--- src/rtl/sram_ctrl_pkg.sv ---
// sram_ctrl_pkg: shared state encoding, default sizes and command type for the SRAM access controller
package sram_ctrl_pkg;
  localparam int ROWS_DEF = 16;
  localparam int COLS_DEF = 8;
  localparam int RD_TIMEOUT_DEF = 32;
  typedef enum logic [2:0] {IDLE, SHIFT, WRITE, READ, WAIT_RD, RESP} state_t;
  typedef struct packed {
    logic                        write;
    logic [$clog2(ROWS_DEF)-1:0] addr;
    logic [COLS_DEF-1:0]         wdata;
  } cmd_t;
endpackage

--- src/rtl/sram_ctrl_piso.sv ---
// sram_ctrl_piso: parallel-load LSB-first shift register feeding the SRAM serial input
module sram_ctrl_piso #(
  parameter  int W  = 8,
  localparam int CW = $clog2(W + 1)
) (
  input  logic          clk,
  input  logic          arst_n,
  input  logic          load,
  input  logic          shift_en,
  input  logic [W-1:0]  din,
  output logic          serial_out,
  output logic [CW-1:0] count,
  output logic          done
);
  logic [W-1:0] sr;
  always_ff @(posedge clk or negedge arst_n)
    if (!arst_n) begin
      sr <= '0;
      count <= '0;
    end else if (load) begin
      sr <= din;
      count <= '0;
    end else if (shift_en) begin
      sr <= sr >> 1;
      count <= count + CW'(1);
    end
  assign serial_out = sr[0];
  assign done = shift_en && count == CW'(W - 1);
endmodule

--- src/rtl/sram_access_ctrl.sv ---
// sram_access_ctrl: sequences one read/write command at a time onto the sram_top serial-load interface
module sram_access_ctrl
  import sram_ctrl_pkg::*;
#(
  parameter  int ROWS       = ROWS_DEF,
  parameter  int COLS       = COLS_DEF,
  parameter  int RD_TIMEOUT = RD_TIMEOUT_DEF,
  localparam int AW         = $clog2(ROWS),
  localparam int CW         = $clog2(COLS + 1),
  localparam int TW         = $clog2(RD_TIMEOUT + 1)
) (
  input  logic            clk,
  input  logic            arst_n,
  input  logic            cmd_valid,
  output logic            cmd_ready,
  input  logic            cmd_write,
  input  logic [AW-1:0]   cmd_addr,
  input  logic [COLS-1:0] cmd_wdata,
  output logic            rsp_valid,
  input  logic            rsp_ready,
  output logic [COLS-1:0] rsp_rdata,
  output logic            rsp_err,
  output logic            busy,
  output logic            sram_serial_in,
  output logic            sram_shift,
  output logic            sram_w_en,
  output logic            sram_r_en,
  output logic [AW-1:0]   sram_addr,
  input  logic            sram_data_valid,
  input  logic [COLS-1:0] sram_data_out
);
  state_t state, state_d;
  logic [TW-1:0] tmo;
  logic [CW-1:0] bit_cnt;
  logic hs, rd_hit, tmo_hit, rsp_hold, piso_done;
  logic cmd_ready_d, busy_d, sram_shift_d, sram_w_en_d, sram_r_en_d, rsp_valid_d, rsp_err_d;
  logic [COLS-1:0] rsp_rdata_d;
  logic [AW-1:0] sram_addr_d;
  assign hs = cmd_valid && cmd_ready;
  assign rd_hit = sram_data_valid && (state == READ || state == WAIT_RD);
  assign tmo_hit = state == WAIT_RD && tmo == TW'(RD_TIMEOUT - 1);
  assign rsp_hold = state == RESP && !rsp_ready;
  sram_ctrl_piso #(.W(COLS)) u_piso (
    .clk        (clk),
    .arst_n     (arst_n),
    .load       (hs && cmd_write),
    .shift_en   (state == SHIFT),
    .din        (cmd_wdata),
    .serial_out (sram_serial_in),
    .count      (bit_cnt),
    .done       (piso_done)
  );
  always_ff @(posedge clk or negedge arst_n)
    if (!arst_n) begin
      state <= IDLE;
      tmo <= '0;
      cmd_ready <= 1'b1;
      busy <= 1'b0;
      sram_shift <= 1'b0;
      sram_w_en <= 1'b0;
      sram_r_en <= 1'b0;
      sram_addr <= '0;
      rsp_valid <= 1'b0;
      rsp_rdata <= '0;
      rsp_err <= 1'b0;
    end else begin
      state <= state_d;
      tmo <= state == WAIT_RD ? tmo + TW'(1) : '0;
      cmd_ready <= cmd_ready_d;
      busy <= busy_d;
      sram_shift <= sram_shift_d;
      sram_w_en <= sram_w_en_d;
      sram_r_en <= sram_r_en_d;
      sram_addr <= sram_addr_d;
      rsp_valid <= rsp_valid_d;
      rsp_rdata <= rsp_rdata_d;
      rsp_err <= rsp_err_d;
    end
  always_comb begin
    state_d = state;
    unique case (state)
      IDLE:    state_d = hs ? (cmd_write ? SHIFT : READ) : IDLE;
      SHIFT:   state_d = piso_done ? WRITE : SHIFT;
      WRITE:   state_d = RESP;
      READ:    state_d = rd_hit ? RESP : WAIT_RD;
      WAIT_RD: state_d = rd_hit || tmo_hit ? RESP : WAIT_RD;
      RESP:    state_d = rsp_ready ? IDLE : RESP;
      default: state_d = IDLE;
    endcase
  end
  always_comb begin
    cmd_ready_d = state_d == IDLE;
    busy_d = state_d != IDLE;
    sram_shift_d = state_d == SHIFT;
    sram_w_en_d = state_d == WRITE;
    sram_r_en_d = state_d == READ;
    rsp_valid_d = state_d == RESP;
    rsp_rdata_d = rsp_hold ? rsp_rdata : rd_hit ? sram_data_out : '0;
    rsp_err_d = rsp_hold ? rsp_err : tmo_hit && !rd_hit;
    sram_addr_d = hs ? cmd_addr : sram_addr;
  end
  assert property (@(posedge clk) disable iff (!arst_n) $onehot0({sram_shift, sram_w_en, sram_r_en}));
  assert property (@(posedge clk) disable iff (!arst_n) state != SHIFT || bit_cnt < CW'(COLS));
endmodule

--- config.mk ---
export PLATFORM = sky130hd
export DESIGN_NAME = sram_access_ctrl
export DESIGN_NICKNAME = d
export VERILOG_FILES = /design/src/rtl/sram_ctrl_pkg.sv /design/src/rtl/sram_ctrl_piso.sv /design/src/rtl/sram_access_ctrl.sv
export SDC_FILE = /design/constraint.sdc
export NUM_CORES = 1
export LEC_CHECK = 0
export CAP_MARGIN = 10
export CORE_UTILIZATION = 38
export DETAILED_ROUTE_END_ITERATION = 6
export HOLD_SLACK_MARGIN = 0.08
export PLACE_DENSITY = 0.63
export SLEW_MARGIN = 20
export SYNTH_ARGS = -nofsm -noshare
export SYNTH_HDL_FRONTEND = slang
export SYNTH_HIERARCHICAL = 1
export SYNTH_SLANG_ARGS = --single-unit
--- constraint.sdc ---
create_clock -name clk -period 1.92 [get_ports clk]
set_input_delay 0.192 -clock clk [delete_from_list [all_inputs] [get_ports clk]]
set_output_delay 0.192 -clock clk [all_outputs]
set_load 0.01 [all_outputs]
* Yosys cells after proc, flatten, opt, wreduce, memory -nomap -nowiden *
Cells that the tools add are included.

operators by class
  reductions and logical operators = 15
  muxes and demuxes = 13
  equal/unequal tests = 11
  add/subtract/negate cells = 2

operators by type and width
  kind                                                                   count
  8-bit two-way mux                                                      3
  3-bit case mux with 6 select lines                                     1
  3-bit by 2-bit equality test with 1-bit output, second input constant  4
  3-bit equality test, second input constant                             3
  4-bit two-way mux                                                      2
  1-bit logical AND                                                      7
  6-bit by 1-bit adder with 6-bit output, second input constant          1
  3-bit by 1-bit equality test with 1-bit output, second input constant  2
  6-bit by 5-bit equality test with 1-bit output, second input constant  1
  3-bit zero test                                                        2
  2-bit two-way mux                                                      3
  6-bit two-way mux                                                      1
  4-bit by 1-bit adder with 4-bit output, second input constant          1
  4-bit by 3-bit equality test with 1-bit output, second input constant  1
  3-bit two-way mux                                                      1
  3-bit nonzero test                                                     1
  1-bit zero test                                                        2
  1-bit logical OR                                                       2
  1-bit two-way mux                                                      2
  2-bit nonzero test                                                     1

word-level totals
  register bits = 40
  word-level logic and storage cells = 54
  output and inout port bits = 20
  input bits = 26

* Depth between registers and ports, before layout *
  depth after elaboration = 7
  gate-level depth with buffers = 10

* Hierarchy *
Netlist, hierarchy kept.

by module, submodules not included
  module            area an instance (um^2)  cells each  instances  seq. area each (um^2)
  sram_access_ctrl  1,211.2                  103         1          701.9
  sram_ctrl_piso    588.1                    53          1          300.3

* Worst setup path after synthesis *
No wires, ideal clock.

  kind = reg2reg
  from = reg state[1]
  to = reg state[0]
  data arrival time = 1.675 ns
  data required time = 1.788 ns
  path slack = 0.113 ns
  stages on the path, launching flop included = 11
  clock period less this slack = 1.807 ns
  library setup time = 0.132 ns
  path through = dfrtp_1 buf_4 nor2_1 and2_1 buf_6 buf_8 and4b_1 or2b_1 nand2_1 o21ai_1 o211ai_1

on the way
  elaborated cells between the ends (all ways) = 15

RTL lines
  element                                         line                    RTL
  start: declaration                              sram_access_ctrl.sv:32  state_t state, state_d;
  start signal: assignment                        sram_access_ctrl.sv:67  state <= state_d;
  3-bit by 1-bit equality test with 1-bit output  sram_access_ctrl.sv:47  .shift_en (state == SHIFT),
  1-bit logical AND                               sram_ctrl_piso.sv:28    assign done = shift_en && count == CW'(W - 1);
  via piso_done                                   sram_access_ctrl.sv:35  logic hs, rd_hit, tmo_hit, rsp_hold, piso_done;
  2-bit two-way mux                               sram_access_ctrl.sv:83  SHIFT: state_d = piso_done ? WRITE : SHIFT;
  3-bit case mux with 6 select lines              sram_access_ctrl.sv:81  unique case (state)
  via state_d[0]                                  sram_access_ctrl.sv:32

The timed path passes the listed nets, and every way through them passes these cells.
A chain may end at the register's enable or synchronous reset.

* Worst setup path after layout *
Ends and elaborated chain as after synthesis.

==> impl_metrics.yaml <==
outcome:
  outcome: "finished, violations left"
  violations: "design-rule violations"
detailed_routing:
  ant_nets: 0
  viasPerCell: 5.13
  via_count: 1349
  post_drt_wl_per_cell_um: 14.1
  route.detailed.drc: 12
  first_iter_violations: 85
  wirelength_um: 3720
  drt_first_pass_iters: 6
logic_synthesis:
  synth_edf_count: 0
  synth_top_family_by_area: "simple AND/OR/NAND/NOR gates"
  ys_ff_latch: 40
  synth_area_leader_cell: "dfrtp_1"
  synthMuxAreaShare: 0.0758
  netlist_area_um2: 1800
  synth_cells: 156
  avgSynthCellArea_um2: 11.5
  synth-simple-area-share: 0.171
  synth_top_area_frac: 0.542
  synth_fa_ha_area_frac: 0.0139
  synth.distinct_cells: 40
  synthTopCellsByArea: "dfrtp_1 (54%), mux2i_1 (4.5%), a22o_1 (3.9%), nand2_1 (3.3%), mux2_2 (2.5%)"
  synth_common_cells: "dfrtp_1 (39), nand2_1 (16), nor2_1 (10)"
  synth_compound_area_frac: 0.120
  async_flop_share: 1.00
  ys_seq_area_frac: 0.557
  yosys.cell_count.top_type: "dfrtp_1"
  yosysWarnings: 6
  synth_fp_nets: 184
  synth_ff_type: "dfrtp_1"
  synthXorXnorAreaFrac: 0.0243
timing:
  finalWorstPathRequiredPeriod_ps: 1580
  layout_setup_ws_ps: 343
  setup_viol: 0
  fin_skew_ps: 11.9
  hold_viol: 0
  maxSlewViolCount: 0
  rsz0062_at_grt: "false"
  period_share: 0.821
  fmax_mhz: 634
  worst_pin_slew_ps: 391
  slew_headroom: 0.739
  tns_ps: 0
worst_setup_path:
  rr_worst_depth: 7
  start_kind: "flip-flop"
  path_class: "reg2reg"
  critPathSlowestCell: "dfrtp_1"
  crit_required_ps: 2090
  critPathArrivalTime_ps: 1750
  critPathMaxStageDelay_ps: 380
  crit_chain: "nor2_1 > and2_1 > and4b_1 > or2b_1 > nand2_1 > o21ai_1 > o211ai_1"
  critPathMaxFanout: 5
  crit_path_end_kind: "flip-flop"
  r2r_start: "state[1]$_DFF_PN0_"
  crit_start: "state[1]$_DFF_PN0_"
  r2r_setup_slack_ps: 340
  worstReg2RegEnd: "state[0]$_DFF_PN0_"
clock_network:
  cts_buffer_depth: 2
  clk_pin_slew_worst_paths_ps: 80
  cts_tree: "yes"
  root_buffer: "clkbuf_8"
  cts.sinks: 40
  numCtsBuffers: 5
  post_cts_buffers: 0
  clk_latency_ps: 290
  h-tree-depth: 2
die:
  dieArea_um2: 5010
  die_h_um: 70.8
  core-area_um2: 4440
  io_pins: 46
  die_w_um: 70.8
  start_util: 0.405
  num_rows: 24
cells_and_area:
  drive_gt1_frac: 0.123
  final_cells: 263
  diodes: 0
  syn2layout_area_growth_pct: 33.4
  layout.nets: 238
power_and_ir_drop:
  power_density_nw_per_um2: 1270
  total_power_mw: 3.05
  power.leakage_nw: 1.08
  ir_drop_v: 0.000632
placement:
  hpwl_um: 2780
  io_buffers: 45
  gp_congestion: 0.804
  preCtsSetupSlack_ps: 319
  dp_cells: 254
global_routing:
  grt_usage: 0.165
  grt-ovfl-total: 0
  grt_pass1_wl_um: 6350
  first_global_vias: 1375
  antenna_found_initial: 0
  grt_max_degree: 19
hold_path:
  worstHoldPathType: "in2async"
job:
  drv_cap: 0
## power by group
| part | total [mW] | internal [mW] | switching, mW |
|---|---|---|---|
| combinational | 1.28 | 0.673 | 0.606 |
| clock | 0.528 | 0.255 | 0.273 |
| sequential | 1.24 | 1.09 | 0.150 |
## area by class of cell
| class | instances | area, um2 |
|---|---|---|
| clock inverters | 1 | 5.00 |
| well taps | 52 | 65.1 |
| multi-input cells | 107 | 728 |
| repair buffers | 54 | 515 |
| fillers | 395 | 2040 |
| flip-flops and latches | 40 | 1000 |
| clock buffers | 7 | 76.3 |
| inverters | 2 | 7.51 |
## worst max-delay path: cells and delay by family, from the launching register on
family | cells | cell delay (ps)
AND/OR/NAND/NOR | 5 | 830
flip-flops | 1 | 380
AO/OA/AOI/OAI | 2 | 240
## per-stage QoR
step                       util  cell area (um2)  hold WS [ps]
after floorplan               -             1800          -104
after global placement    0.519             2310           127
after detailed placement  0.519             2310           140
after CTS                 0.540             2400           350
after global routing      0.540             2400           375
final                     0.540             2400           348
## kinds of logic (layout without fill, tap and decap cells)
family / Yosys count / after routing
compound gates: 30 / 30
xor+xnor: 5 / 5
fa+ha+maj: 2 / 2
buf+inv: 9 / 64
flops: 40 / 40
mux: 13 / 13
simple gates: 57 / 57
## sequential cells by signal, summed over array words and instances, names as in the netlist
name and count:
rsp_rdata 8, u_piso/sr 8, tmo 6, sram_addr 4, u_piso/count 4, state 3
busy 1, cmd_ready 1, rsp_err 1, rsp_valid 1, sram_r_en 1, sram_shift 1
sram_w_en 1
## metal layers
| layer | vias up | track usage | wire [um] |
|---|---|---|---|
| met5 | - | 0 | 0 |
| met1 | 651 | 0.203 | 1660 |
| met4 | 0 | 0.0667 | 61 |
| met2 | 43 | 0.270 | 1770 |
| met3 | 5 | 0.0556 | 223 |
| li1 | 650 | - | - |
## how the worst max path moves through the flow
stage / endpoint / slack, ps / cells after the start
2_1_floorplan: state[0]$_DFF_PN0_ / 110 / 10
3_3_place_gp: u_piso/sr[7]$_DFFE_PN0P_ / 400 / 5
3_5_place_dp: u_piso/sr[7]$_DFFE_PN0P_ / 320 / 5
4_1_cts: cmd_ready / 350 / 1
5_1_grt: state[0]$_DFF_PN0_ / 190 / 7
6_report: state[0]$_DFF_PN0_ / 340 / 7
## cell usage in the layout (no fill, tap or decap), types with 3 or more instances in the layout
| cell type | synthesis | layout |
|---|---|---|
| a22o_1 | 8 | 8 |
| and3_1 | 4 | 4 |
| clkdlybuf4s50_1 | 0 | 44 |
| o21ai_1 | 5 | 5 |
| xor2_1 | 3 | 3 |
| nand3_1 | 3 | 3 |
| o21ai_0 | 7 | 7 |
| nand2_1 | 16 | 16 |
| nor2_1 | 10 | 10 |
| dfrtp_1 | 39 | 39 |
| clkbuf_8 | 0 | 5 |
| mux2i_1 | 8 | 8 |
| nor3_1 | 4 | 4 |
| nand3b_1 | 3 | 3 |
| mux2_2 | 4 | 4 |
| nand2b_1 | 5 | 5 |
| buf_4 | 4 | 8 |
## timing repair
action                                 CTS  global route
endpoints found under the hold margin   16             0
hold buffers                             1             0
resized for setup                        0             0
Note: power is estimated with default switching activity, not from simulation.
